File: src/rtl/bcd_alu_pkg.sv
// Shared definitions for the BCD ALU: digit width, operation encodings and FSM states.
package bcd_alu_pkg;
    localparam int DIGIT_W = 4;

    localparam logic [2:0] OP_ADD = 3'b000;
    localparam logic [2:0] OP_SUB = 3'b001;
    localparam logic [2:0] OP_MUL = 3'b010;
    localparam logic [2:0] OP_DIV = 3'b011;
    localparam logic [2:0] OP_POW = 3'b100;

    typedef enum logic [3:0] {
        IDLE,
        CHECK,
        ADDSUB,
        MUL_SHIFT,
        MUL_ADD,
        DIV_SHIFT,
        DIV_SUB,
        POW_LOOP,
        FINISH
    } state_t;
endpackage

File: src/rtl/bcd_addsub.sv
// Combinational multi-digit BCD adder/subtractor; cout is the carry (add) or borrow (sub) out of the MSD.
module bcd_addsub
    import bcd_alu_pkg::*;
#(
    parameter int DIGITS = 4,
    localparam int W = DIGIT_W * DIGITS
) (
    input  logic [W-1:0] a,
    input  logic [W-1:0] b,
    input  logic         sub,
    output logic [W-1:0] y,
    output logic         cout
);
    logic       c;
    logic [4:0] t;

    always_comb begin
        c = 1'b0;
        t = '0;
        y = '0;
        for (int i = 0; i < DIGITS; i++) begin
            if (sub) begin
                t = {1'b0, a[i*DIGIT_W +: DIGIT_W]} - {1'b0, b[i*DIGIT_W +: DIGIT_W]} - {4'b0, c};
                c = t[4];
                // a wrapped nibble is 6 above the decimal wrap, so pull it back down
                if (c) t = t - 5'd6;
            end else begin
                t = {1'b0, a[i*DIGIT_W +: DIGIT_W]} + {1'b0, b[i*DIGIT_W +: DIGIT_W]} + {4'b0, c};
                c = (t > 5'd9);
                if (c) t = t + 5'd6;
            end
            y[i*DIGIT_W +: DIGIT_W] = t[3:0];
        end
        cout = c;
    end
endmodule

File: src/rtl/bcd_alu_seq.sv
// Multi-cycle unsigned BCD ALU (add, sub, mul, div, pow) with start/busy/done handshake and err flag.
// Power is built only when the BCD_ALU_POW_EN macro is defined; otherwise op 100 reports err.
module bcd_alu_seq
    import bcd_alu_pkg::*;
#(
    parameter int DIGITS = 4,
    localparam int W = DIGIT_W * DIGITS
) (
    input  logic         clk,
    input  logic         rst,
    input  logic         start,
    input  logic [2:0]   op,
    input  logic [W-1:0] num1,
    input  logic [W-1:0] num2,
    output logic         busy,
    output logic         done,
    output logic [W-1:0] res,
    output logic         err
);
    localparam int IW = $clog2(DIGITS + 1);
    localparam logic [IW-1:0] LAST_IDX = IW'(DIGITS);

    state_t         state;
    logic [2:0]     op_r;
    logic [W-1:0]   a, b, acc, rem, scan;
    logic [3:0]     rem_hi, dcnt;
    logic [IW-1:0]  idx;

    logic [W-1:0]   as_x, as_y, as_out;
    logic           as_sub, as_c;
    logic           digits_ok, op_ok;

    always_comb begin
        as_x   = a;
        as_y   = b;
        as_sub = 1'b0;
        case (state)
            ADDSUB:  as_sub = (op_r == OP_SUB);
            MUL_ADD: begin as_x = acc; as_y = a; end
            DIV_SUB: begin as_x = rem; as_sub = 1'b1; end
            default: ;
        endcase
    end

    bcd_addsub #(.DIGITS(DIGITS)) u_addsub (
        .a    (as_x),
        .b    (as_y),
        .sub  (as_sub),
        .y    (as_out),
        .cout (as_c)
    );

    always_comb begin
        digits_ok = 1'b1;
        for (int i = 0; i < DIGITS; i++)
            if (a[i*DIGIT_W +: DIGIT_W] > 4'd9 || b[i*DIGIT_W +: DIGIT_W] > 4'd9)
                digits_ok = 1'b0;
    end

`ifdef BCD_ALU_POW_EN
    logic [W-1:0] cnt_dec;
    logic         dec_brw;

    // b doubles as the BCD exponent counter during pow
    always_comb begin
        cnt_dec = b;
        dec_brw = 1'b1;
        for (int i = 0; i < DIGITS; i++) begin
            if (dec_brw) begin
                if (b[i*DIGIT_W +: DIGIT_W] == 4'd0) begin
                    cnt_dec[i*DIGIT_W +: DIGIT_W] = 4'd9;
                end else begin
                    cnt_dec[i*DIGIT_W +: DIGIT_W] = b[i*DIGIT_W +: DIGIT_W] - 4'd1;
                    dec_brw = 1'b0;
                end
            end
        end
    end

    assign op_ok = (op_r <= OP_POW);
`else
    assign op_ok = (op_r < OP_POW);
`endif

    always_ff @(posedge clk or posedge rst) begin
        if (rst) begin
            state  <= IDLE;
            op_r   <= '0;
            a      <= '0;
            b      <= '0;
            acc    <= '0;
            rem    <= '0;
            scan   <= '0;
            rem_hi <= '0;
            dcnt   <= '0;
            idx    <= '0;
            busy   <= 1'b0;
            done   <= 1'b0;
            res    <= '0;
            err    <= 1'b0;
        end else begin
            done <= 1'b0;
            case (state)
                IDLE: if (start) begin
                    op_r  <= op;
                    a     <= num1;
                    b     <= num2;
                    busy  <= 1'b1;
                    state <= CHECK;
                end
                CHECK: begin
                    acc    <= '0;
                    rem    <= '0;
                    rem_hi <= '0;
                    idx    <= '0;
                    scan   <= b;
                    if (!digits_ok || !op_ok || (op_r == OP_DIV && b == '0)) begin
                        state <= FINISH; done <= 1'b1; res <= '0; err <= 1'b1;
                    end else begin
                        case (op_r)
                            OP_ADD, OP_SUB: state <= ADDSUB;
                            OP_MUL:         state <= MUL_SHIFT;
                            OP_DIV:         state <= DIV_SHIFT;
                            default: begin
`ifdef BCD_ALU_POW_EN
                                rem   <= W'(1);
                                state <= POW_LOOP;
`else
                                state <= FINISH; done <= 1'b1; res <= '0; err <= 1'b1;
`endif
                            end
                        endcase
                    end
                end
                ADDSUB: begin
                    state <= FINISH;
                    done  <= 1'b1;
                    res   <= as_c ? '0 : as_out;
                    err   <= as_c;
                end
                MUL_SHIFT: begin
                    if (idx == LAST_IDX) begin
`ifdef BCD_ALU_POW_EN
                        if (op_r == OP_POW) begin
                            rem   <= acc;
                            state <= POW_LOOP;
                        end else begin
                            state <= FINISH; done <= 1'b1; res <= acc; err <= 1'b0;
                        end
`else
                        state <= FINISH; done <= 1'b1; res <= acc; err <= 1'b0;
`endif
                    end else if (acc[W-1 -: DIGIT_W] != 4'd0) begin
                        state <= FINISH; done <= 1'b1; res <= '0; err <= 1'b1;
                    end else begin
                        acc   <= acc << DIGIT_W;
                        scan  <= scan << DIGIT_W;
                        dcnt  <= scan[W-1 -: DIGIT_W];
                        idx   <= idx + 1'b1;
                        state <= (scan[W-1 -: DIGIT_W] == 4'd0) ? MUL_SHIFT : MUL_ADD;
                    end
                end
                MUL_ADD: begin
                    if (as_c) begin
                        state <= FINISH; done <= 1'b1; res <= '0; err <= 1'b1;
                    end else begin
                        acc  <= as_out;
                        dcnt <= dcnt - 4'd1;
                        if (dcnt == 4'd1) state <= MUL_SHIFT;
                    end
                end
                DIV_SHIFT: begin
                    if (idx == LAST_IDX) begin
                        state <= FINISH; done <= 1'b1; res <= acc; err <= 1'b0;
                    end else begin
                        // the partial remainder can briefly need one digit more than W
                        rem_hi <= rem[W-1 -: DIGIT_W];
                        rem    <= (rem << DIGIT_W) | W'(a[W-1 -: DIGIT_W]);
                        a      <= a << DIGIT_W;
                        acc    <= acc << DIGIT_W;
                        idx    <= idx + 1'b1;
                        state  <= DIV_SUB;
                    end
                end
                DIV_SUB: begin
                    if (rem_hi != 4'd0 || !as_c) begin
                        rem      <= as_out;
                        rem_hi   <= rem_hi - {3'b0, as_c};
                        acc[3:0] <= acc[3:0] + 4'd1;
                    end else begin
                        state <= DIV_SHIFT;
                    end
                end
`ifdef BCD_ALU_POW_EN
                POW_LOOP: begin
                    if (b == '0) begin
                        state <= FINISH; done <= 1'b1; res <= rem; err <= 1'b0;
                    end else begin
                        b     <= cnt_dec;
                        scan  <= rem;
                        acc   <= '0;
                        idx   <= '0;
                        state <= MUL_SHIFT;
                    end
                end
`endif
                FINISH: begin
                    busy  <= 1'b0;
                    state <= IDLE;
                end
                default: state <= IDLE;
            endcase
        end
    end
endmodule

File: config.mk
export PLATFORM = sky130hd
export DESIGN_NAME = bcd_alu_seq
export DESIGN_NICKNAME = d
export VERILOG_FILES = /design/src/rtl/bcd_alu_pkg.sv /design/src/rtl/bcd_addsub.sv /design/src/rtl/bcd_alu_seq.sv
export SDC_FILE = /design/constraint.sdc
export NUM_CORES = 1
export LEC_CHECK = 0
export ABC_AREA = 1
export CORE_AREA = 2 2 153 110
export CTS_CLUSTER_SIZE = 40
export DETAILED_ROUTE_END_ITERATION = 8
export DIE_AREA = 0 0 155 112
export PLACE_DENSITY_LB_ADDON = 0.08
export SYNTH_ARGS = -nofsm -noshare
export SYNTH_HDL_FRONTEND = slang
export SYNTH_HIERARCHICAL = 1
export SYNTH_SLANG_ARGS = --single-unit
File: constraint.sdc
create_clock -name clk -period 10.1 [get_ports clk]
set_clock_uncertainty 0.1 [all_clocks]
set_input_delay 2.02 -clock clk [delete_from_list [all_inputs] [get_ports clk]]
set_output_delay 2.02 -clock clk [all_outputs]
set_load 0.01 [all_outputs]
=== After elaboration in Yosys (flattened, before gate mapping) ===
Cells that the tools add are included.

* Add/subtract/negate cells: 26
* Multiply operators: 0
* Shift-type cells: 0
* Muxes and demuxes: 85
* Bitwise gates (word level): 1
* Reductions and logical operators: 39
* Equality and inequality tests: 24
* Divide/modulo/power cells: 0
* Order comparisons: 13

{| class="wikitable"
|+ Operators with widths
! operator !! number
|-
| 16-bit 2-to-1 mux || 18
|-
| 4-bit 2-to-1 mux || 26
|-
| 16-bit case mux with 2 select lines || 3
|-
| 16-bit case mux with 5 select lines || 1
|-
| 12-bit case mux with 4 select lines || 1
|-
| 16-bit case mux with 3 select lines || 1
|-
| 4-bit > comparator, second input constant || 8
|-
| 4-bit case mux with 7 select lines || 1
|-
| 4-bit case mux with 3 select lines || 2
|-
| 1-bit 2-to-1 mux || 21
|-
| 4-bit by 4-bit adder with 5-bit output || 4
|-
| 5-bit by 4-bit > comparator with 1-bit output, second input constant || 4
|-
| 4-bit case mux with 5 select lines || 1
|-
| 4-bit by 4-bit subtractor with 5-bit output || 4
|-
| 2-bit inequality test, second input constant || 9
|-
| 4-bit by 3-bit adder with 4-bit output, second input constant || 4
|-
| 16-bit zero test || 1
|-
| 16-bit by 4-bit OR with 16-bit output || 1
|-
| 4-bit by 3-bit subtractor with 4-bit output, second input constant || 4
|-
| 5-bit by 1-bit adder with 5-bit output || 3
|-
| 5-bit by 1-bit subtractor with 5-bit output || 3
|-
| 4-bit by 3-bit == test with 1-bit output, second input constant || 3
|-
| 3-bit 2-to-1 mux || 4
|-
| 3-bit AND reduction || 4
|-
| other kinds (31) || 57
|}

* Bits in latches: 0
* Memory bits (writable): 0
* Memories: 0
* Register bits after elaboration: 117
* Word-level logic and storage cells: 203
* Bits in read-only memories: 0
* Input bits: 38

=== Depth between registers and ports, before layout ===
Gate-level depths: netlist of the first run.

* Depth in word-level cells: 18
* Mapped depth: 70

=== Cells and area by module ===
Netlist of the first run, hierarchy kept.

{| class="wikitable"
|+ Modules (own cells, without submodules)
! module !! instances !! area an instance (um^2) !! cells each
|-
| bcd_alu_seq || 1 || 6219.7 || 780
|-
| bcd_addsub || 1 || 2432.3 || 408
|}

=== Worst setup path after synthesis of the first run ===
No wires, ideal clock.

* Kind: register -> register
* From: reg state[1]
* To: reg res[10]
* Stages on the path, launching flop included: 66
* Data required time: 9.882 ns
* Period minus slack after synthesis: 8.860 ns
* Setup slack: 1.240 ns
* Arrival: 8.642 ns
* Path through: dfrtp_1 -> inv_4 -> nand2_1 -> nor2_2 -> inv_2 -> buf_2 -> clkbuf_1 -> o21ai_0 -> ha_1 -> inv_1 -> fa_1 -> nand2_1 -> nand2_2 -> ha_1 -> nand2_1 -> a21boi_2 -> nand2_2 -> nand2_2 -> [... 30 more ...] -> inv_1 -> fa_1 -> inv_1 -> ha_1 -> nand2_1 -> a21boi_1 -> nand2_1 -> nand2_2 -> nand2_1 -> o21ai_0 -> inv_1 -> nand2_1 -> o21ai_4 -> nor2_2 -> nand2_2 -> buf_4 -> nand2_1 -> nand2_1

* Longest elaborated chain between the ends: 16
* Elaborated cells on any way between the ends: 44
* Classes of those cells: add/sub: 16; order compare: 4; eq/ne: 10; mux: 12; reduce/logical: 2

{| class="wikitable"
|+ RTL lines
! element !! line !! text
|-
| from (decl) || bcd_alu_seq.sv:23 || <nowiki>state_t state;</nowiki>
|-
| from (signal assigned) || bcd_alu_seq.sv:160 || <nowiki>state <= (scan[W-1 -: DIGIT_W] == 4'd0) ? MUL_SHIFT : MUL_ADD;</nowiki>
|-
| 4-bit by 3-bit == test with 1-bit output * || bcd_alu_seq.sv:37 || <nowiki>case (state)</nowiki>
|-
| 16-bit 2-to-1 mux * || bcd_alu_seq.sv:37 ||
|-
| via as_y[0] || bcd_alu_seq.sv:29 || <nowiki>logic [W-1:0] as_x, as_y, as_out;</nowiki>
|-
| 4-bit by 4-bit adder with 5-bit output || bcd_addsub.sv:28 || <nowiki>t = {1'b0, a[i*DIGIT_W +: DIGIT_W]} + {1'b0, b[i*DIGIT_W +: DIGIT_W]} + {4'b0, c};</nowiki>
|-
| 5-bit by 4-bit > comparator with 1-bit output || bcd_addsub.sv:29 || <nowiki>c = (t > 5'd9);</nowiki>
|-
| 1-bit 2-to-1 mux * || bcd_addsub.sv:22 || <nowiki>if (sub) begin</nowiki>
|-
| 5-bit by 1-bit adder with 5-bit output || bcd_addsub.sv:28 ||
|-
| 5-bit by 4-bit > comparator with 1-bit output || bcd_addsub.sv:29 ||
|-
| [... 2 more ...] || - ||
|-
| 5-bit by 4-bit > comparator with 1-bit output || bcd_addsub.sv:29 ||
|-
| 1-bit 2-to-1 mux * || bcd_addsub.sv:22 ||
|-
| 5-bit by 1-bit adder with 5-bit output || bcd_addsub.sv:28 ||
|-
| 5-bit by 4-bit > comparator with 1-bit output || bcd_addsub.sv:29 ||
|-
| 1-bit 2-to-1 mux * || bcd_addsub.sv:22 ||
|-
| via as_c || bcd_alu_seq.sv:30 || <nowiki>logic as_sub, as_c;</nowiki>
|-
| 16-bit 2-to-1 mux or 2-bit inequality test (tied branches) || - ||
|-
| 16-bit case mux with 5 select lines or 5-bit AND reduction (tied branches) || - ||
|-
| to (signal assigned) || bcd_alu_seq.sv:138 || <nowiki>res <= as_c ? '0 : as_out;</nowiki>
|-
| to (decl) || bcd_alu_seq.sv:17 || <nowiki>output logic [W-1:0] res,</nowiki>
|}

The timed path passes the listed nets; every way through them passes the cells marked *.
A chain may end at the register's enable or synchronous reset.

=== Worst setup path in the final report of the first run ===
* From: reg state[1]
* To: reg rem[9]

* Longest elaborated chain between the ends: 18
* Elaborated cells on any way between the ends: 43
* Classes of those cells: add/sub: 16; order compare: 4; eq/ne: 7; mux: 12; reduce/logical: 4

{| class="wikitable"
|+ RTL lines
! element !! line !! text
|-
| 4-bit by 3-bit == test with 1-bit output || bcd_alu_seq.sv:37 ||
|-
| 16-bit case mux with 2 select lines * || bcd_alu_seq.sv:37 ||
|-
| via as_x[1] || bcd_alu_seq.sv:29 ||
|-
| 4-bit by 4-bit adder with 5-bit output || bcd_addsub.sv:28 ||
|-
| 5-bit by 4-bit > comparator with 1-bit output || bcd_addsub.sv:29 ||
|-
| 1-bit 2-to-1 mux * || bcd_addsub.sv:22 ||
|-
| 5-bit by 1-bit adder with 5-bit output || bcd_addsub.sv:28 ||
|-
| 5-bit by 4-bit > comparator with 1-bit output || bcd_addsub.sv:29 ||
|-
| [... 4 more ...] || - ||
|-
| 5-bit by 1-bit adder with 5-bit output || bcd_addsub.sv:28 ||
|-
| 5-bit by 4-bit > comparator with 1-bit output || bcd_addsub.sv:29 ||
|-
| 1-bit 2-to-1 mux * || bcd_addsub.sv:22 ||
|-
| via as_c || bcd_alu_seq.sv:30 ||
|-
| 1-bit zero test * || bcd_alu_seq.sv:186 || <nowiki>if (rem_hi != 4'd0 || !as_c) begin</nowiki>
|-
| 1-bit logical OR * || bcd_alu_seq.sv:186 ||
|-
| 2-bit inequality test (no source line) * || - ||
|-
| 3-bit AND reduction (no source line) * || - ||
|-
| to (signal assigned) || bcd_alu_seq.sv:178 || <nowiki>rem <= (rem << DIGIT_W) | W'(a[W-1 -: DIGIT_W]);</nowiki>
|-
| to (signal assigned) || bcd_alu_seq.sv:187 || <nowiki>rem <= as_out;</nowiki>
|-
| to (decl) || bcd_alu_seq.sv:25 || <nowiki>logic [W-1:0] a, b, acc, rem, scan;</nowiki>
|}

The timed path passes the listed nets; every way through them passes the cells marked *. The select of a mux whose other input is x is not followed.

==> impl_metrics.env, run 1 <==
export IMPL_ys_warn_count=6
export IMPL_synth_most_common_cell="nand2_1"
export IMPL_fmax_mhz=108
export IMPL_drv_slew=0
export IMPL_design_area_um2=10000
export IMPL_area_growth_synth_to_final_pct=15.5
export IMPL_cts_sinks=117
export IMPL_drt_initial_drc_count=659
export IMPL_avgSynthCellArea_um2=7.28
export IMPL_cp_end_kind="register"
export IMPL_yosys_area_top_type_share_pct=33.8
export IMPL_drt_pre_antenna_iters=5
export IMPL_fin_crit_ns=9.27
export IMPL_wl_per_cell_um=16.3
export IMPL_grt_setup_unrepaired="false"
export IMPL_dp_hpwl_mm=17.7
export IMPL_yosysUniqueCellTypes=45
export IMPL_critPathMaxFanout=40
export IMPL_slew_headroom_pct=29.9
export IMPL_fin_cells=1452
export IMPL_async_reset_ff_share_pct=100
export IMPL_placed_cell_area_um2=9360
export IMPL_ff2ff_setup_slack_ns=0.83
export IMPL_die_area_um2=17400
export IMPL_status="finished clean"
export IMPL_synth_edf_count=0
export IMPL_dp_cells=1417
export IMPL_die_w_um=155
export IMPL_cts_hold_buf=0
export IMPL_netlist_top_cells_area="dfrtp_1 (34%), nand2_1 (12%), inv_1 (9.0%)"
export IMPL_start_util_pct=54.2
export IMPL_grt_pass1_wl_mm=38.3
export IMPL_drive_gt1_share_pct=10.4
export IMPL_n_antenna_cell=0
export IMPL_wl_mm=23.7
export IMPL_drt_vias_per_instance=5.49
export IMPL_worst_setup_path_start_kind="register"
export IMPL_final_hold_violation_count=0
export IMPL_io_buffer_count=56
export IMPL_clock_latency_ns=0.43
export IMPL_crit_type="reg2reg"
export IMPL_grt_pass1_vias=7222
export IMPL_cts_tree="yes"
export IMPL_cts_root_buf="clkbuf_16"
export IMPL_finalSetupViolCount=0
export IMPL_nets=1337
export IMPL_placement_rows=39
export IMPL_cts_buffers_inserted=17
export IMPL_cp_slowest_cell="fa_1"
export IMPL_synth_nets=1290
export IMPL_gr_total_overflow=0
export IMPL_yosysSeqAreaShare_pct=33.8
export IMPL_cp_required_ns=10.34
export IMPL_yosysTopAreaCell="dfrtp_1"
export IMPL_ys_seq_elements=117
export IMPL_drv_cap=0
export IMPL_coreArea_um2=16000
export IMPL_grt_max_degree=63
export IMPL_drtAntennaViolNets=0
export IMPL_cpMostUsedCell="nand2_1"
export IMPL_h_tree_depth=4
export IMPL_fin_crit_sh_pct=91.8
export IMPL_cp_arrival_ns=9.51
export IMPL_fp_dieH_um=112
export IMPL_fin_hold_ws_ns=0.380
export IMPL_gp_congestion=0.930
export IMPL_synth_cells=1188
export IMPL_remaining_drc_errors=0
export IMPL_dr_total_vias=7970
export IMPL_clock_path_buffers=2
export IMPL_fillCellCount=1445
export IMPL_yosys_most_used_dff="dfrtp_1"
export IMPL_worst_pin_slew_ns=1.05
export IMPL_synth_area_um2=8650
export IMPL_antenna_found_initial=0
export IMPL_grt_usage_pct=28.4
export IMPL_setup_tns_ns=0
export IMPL_hold_class="reg2reg"
export IMPL_io_pins=57
export IMPL_synth_common_cells="nand2_1 (281), inv_1 (207), dfrtp_1 (117)"
export IMPL_critPathMaxStageDelay_ns=0.45
export IMPL_clk_pin_slew_ns=0.06
layout make-up:
| class | instances | area [um2] | share of cell area, % |
|---|---|---|---|
| clock buffer | 18 | 429 | 4.29 |
| clock inverter | 13 | 134 | 1.34 |
| inverter | 221 | 837 | 8.37 |
| multi-input combinational | 806 | 4720 | 47.2 |
| sequential | 117 | 2930 | 29.3 |
| tap | 205 | 256 | 2.57 |
| timing repair buffer | 72 | 693 | 6.93 |
worst max-delay path: cells and delay by family (launching register included):
kind                       cells  cell delay [ns]
adders and majority gates     11             3.07
and+or+nand+nor               30             2.83
AOI/OAI and AO/OA             10             1.42
buffers and inverters         14             1.34
DFF                            1             0.41
cell families after synthesis:
| family | count (synthesis) | share of synthesized area (%) |
|---|---|---|
| buffers and inverters | 265 | 12.0 |
| AND/OR/NAND/NOR | 475 | 23.6 |
| multiplexers | 14 | 1.82 |
| adder cells (fa/ha/maj) | 64 | 10.5 |
| XOR/XNOR | 8 | 0.810 |
| AO/OA/AOI/OAI | 245 | 17.5 |
| flip-flops | 117 | 33.8 |
worst paths after layout:
kind,startpoint,to,cells after the start
setup / recovery,state[1],rem[9],65
hold / removal,res[8],res[8],2
setup reg to reg,state[1],rem[9],65
hold reg to reg,res[8],res[8],2
max in group asynchronous,rst,a[2],3
min in group asynchronous,rst,idx[1],2
timing repair:
action	CTS	global route
setup buffers	0	4
endpoints found under the hold margin	0	0
endpoints found under the setup margin	0	56
resized for setup	0	14
routing by layer:
layer	wire length (um)	up-vias	share of wire [%]	GRT usage (%)
met1	11900	3675	50	44.6
li1	-	3933	-	-
met5	0	-	0	0
met3	1680	32	7.1	5.14
met4	398	0	1.7	8.33
met2	9650	330	41	39.4
registers in the layout, summed over array words and instances, names as in the netlist, 4 cells and up:
name / count
a: 16
acc: 16
b: 16
rem: 16
res: 16
scan: 16
dcnt: 4
rem_hi: 4
state: 4
layout by cell type, fill, tap and decap left out, types with 3 or more instances in the layout:
cell type        netlist  routed
ha_1                  50      50
clkbuf_16              0      17
o21ai_1                3       5
clkinvlp_4             0       3
dfrtp_1              117     117
a21boi_2               3       3
inv_1                207     206
mux2_2                14      14
nor2_2                 4       4
o22ai_1               48      48
xor2_1                 3       3
nand4_1                7       7
nor2_1                65      64
a21oi_1               31      31
nand3_1               80      80
nand2_1              281     280
xnor2_1                5       5
o211ai_1              27      27
nand2_2               25      25
buf_4                  3      15
o221ai_1              15      14
o21ai_0              100      97
clkdlybuf4s50_1        0      56
inv_4                  1       3
nand2_4                4       5
fa_1                  14      14
inv_2                 13      12
o21ai_2                4       5
a21oi_2                4       4
clkinv_2               0       5
stage by stage:
step                utilization, %  setup slack (ns)
floorplan                        -              1.24
global placement              58.7             0.526
detailed placement            58.7             0.226
CTS                           62.2             0.195
global route                  62.7            0.0427
finish                        62.7             0.831
Power of run 1 is not shown: default switching activity piles up to over one toggle a cycle in this logic, so the estimate is an artifact.
==> inputs of run 2 (changes only) <==
--- a/config.mk
+++ b/config.mk
@@ -9,2 +9,3 @@
 export CORE_AREA = 2 2 153 110
+export CTS_CLUSTER_DIAMETER = 120
 export CTS_CLUSTER_SIZE = 40
@@ -13,2 +14,3 @@
 export PLACE_DENSITY_LB_ADDON = 0.08
+export SLEW_MARGIN = 40
 export SYNTH_ARGS = -nofsm -noshare
==> constraint.sdc (replaced) <==
create_clock -name clk -period 10.1 [get_ports clk]
set_clock_uncertainty 0.1 [all_clocks]
set_input_delay 2.525 -clock clk [delete_from_list [all_inputs] [get_ports clk]]
set_output_delay 2.525 -clock clk [all_outputs]
set_load 0.01 [all_outputs]
==> impl_metrics.env, run 2 (synthesized netlist as in run 1, its figures left out) <==
export IMPL_io_buffer_count=56
export IMPL_grt_max_degree=63
export IMPL_gr_total_overflow=0
export IMPL_drive_gt1_share_pct=10.5
export IMPL_drv_slew=0
export IMPL_critPathMaxStageDelay_ns=0.53
export IMPL_cp_required_ns=10.32
export IMPL_drv_cap=0
export IMPL_fmax_mhz=108
export IMPL_remaining_drc_errors=0
export IMPL_multi_input_area_um2=4740
export IMPL_crit_type="reg2reg"
export IMPL_cts_sinks=117
export IMPL_final_common_cell="nand2_1"
export IMPL_wl_mm=23.8
export IMPL_placed_cell_area_um2=9370
export IMPL_drtAntennaViolNets=0
export IMPL_grt_setup_unrepaired="false"
export IMPL_worst_pin_slew_ns=0.863
export IMPL_grt_pass1_wl_mm=38.7
export IMPL_cp_end_kind="register"
export IMPL_cts_buffers_inserted=17
export IMPL_fp_dieH_um=112
export IMPL_critPathMaxFanout=25
export IMPL_cp_arrival_ns=9.47
export IMPL_placement_rows=39
export IMPL_h_tree_depth=4
export IMPL_drt_vias_per_instance=5.52
export IMPL_fin_crit_ns=9.26
export IMPL_drt_pre_antenna_iters=5
export IMPL_io_pins=57
export IMPL_dp_hpwl_mm=17.8
export IMPL_hold_class="reg2reg"
export IMPL_nets=1335
export IMPL_drt_initial_drc_count=718
export IMPL_finalSetupViolCount=0
export IMPL_area_growth_synth_to_final_pct=15.5
export IMPL_clk_pin_slew_ns=0.06
export IMPL_cts_tree="yes"
export IMPL_gp_congestion=0.930
export IMPL_fillCellCount=1447
export IMPL_grt_usage_pct=28.5
export IMPL_design_area_um2=10000
export IMPL_fin_crit_sh_pct=91.6
export IMPL_worst_setup_path_start_kind="register"
export IMPL_seqCellArea_um2=2930
export IMPL_status="finished clean"
export IMPL_die_w_um=155
export IMPL_setup_tns_ns=0
export IMPL_final_hold_violation_count=0
export IMPL_wl_per_cell_um=16.4
export IMPL_coreArea_um2=16000
export IMPL_grt_pass1_vias=7282
export IMPL_antenna_found_initial=0
export IMPL_start_util_pct=54.2
export IMPL_cts_root_buf="clkbuf_16"
export IMPL_die_area_um2=17400
export IMPL_clock_latency_ns=0.44
export IMPL_dr_total_vias=8003
export IMPL_cpMostUsedCell="nand2_1"
export IMPL_n_antenna_cell=0
export IMPL_cp_slowest_cell="fa_1"
export IMPL_slew_headroom_pct=42.5
export IMPL_final_cell_mix="nand2_1 (279), inv_1 (206), dfrtp_1 (117), o21ai_0 (97), nand3_1 (80)"
export IMPL_clock_path_buffers=2
-- run 2: cell types whose count changed in the layout (fill, tap and decap cells not counted), sizes merged --
cell and delta:
clkinv -2, buf -2, bufinv -1, clkbuf +3, clkinvlp +1
-- run 2: layout make-up --
type | count | area share [%]
Clock buffer | 21 | 4.61
Clock inverter | 11 | 1.01
Inverter | 221 | 8.37
Multi-Input combinational cell | 806 | 47.4
Sequential cell | 117 | 29.3
Tap cell | 205 | 2.57
Timing Repair Buffer | 70 | 6.78
-- run 2: timing repair --
item / in CTS / in global routing
setup endpoints to repair: 0 / 49
hold buffers: 0 / 0
buffers inserted: 0 / 1
gates resized for setup: 0 / 14
-- run 2: final timing paths --
kind | from | cells past startpoint | to | slack (ns)
worst max-delay path | state[1] | 62 | res[4] | 0.84
worst min-delay path | res[1] | 2 | res[1] | 0.38
worst max register to register | state[1] | 62 | res[4] | 0.84
worst min register to register | res[1] | 2 | res[1] | 0.38
max in group asynchronous | rst | 3 | a[4] | 6.33
min in group asynchronous | rst | 2 | idx[1] | 2.43
-- run 2: per-layer routing --
metal | wire (um) | global-route usage [%]
met5 | 0 | 0
met3 | 1880 | 5.64
met4 | 487 | 8.52
met2 | 9760 | 39.7
met1 | 11600 | 44.4
-- run 2: through the flow --
stage          instances  util [%]  hold WS [ns]  worst slack, ns
5_1_grt             1451      62.7         0.410           0.0464
6_report            1451      62.7         0.380            0.844
4_1_cts             1450      62.3         0.385            0.159
2_1_floorplan       1188         -         0.375             1.24
3_5_place_dp        1418      58.7         0.368            0.201
3_3_place_gp        1417      58.7         0.364            0.526
-- run 2: critical path, delay by kind of cell, from the launching register on --
kind / cells / cell delay [ns]
adders and majority gates: 12 / 3.49
and+or+nand+nor: 27 / 2.55
AOI/OAI and AO/OA: 10 / 1.39
buffers and inverters: 13 / 1.16
DFF: 1 / 0.41
Power of run 2 is left out for the same reason.
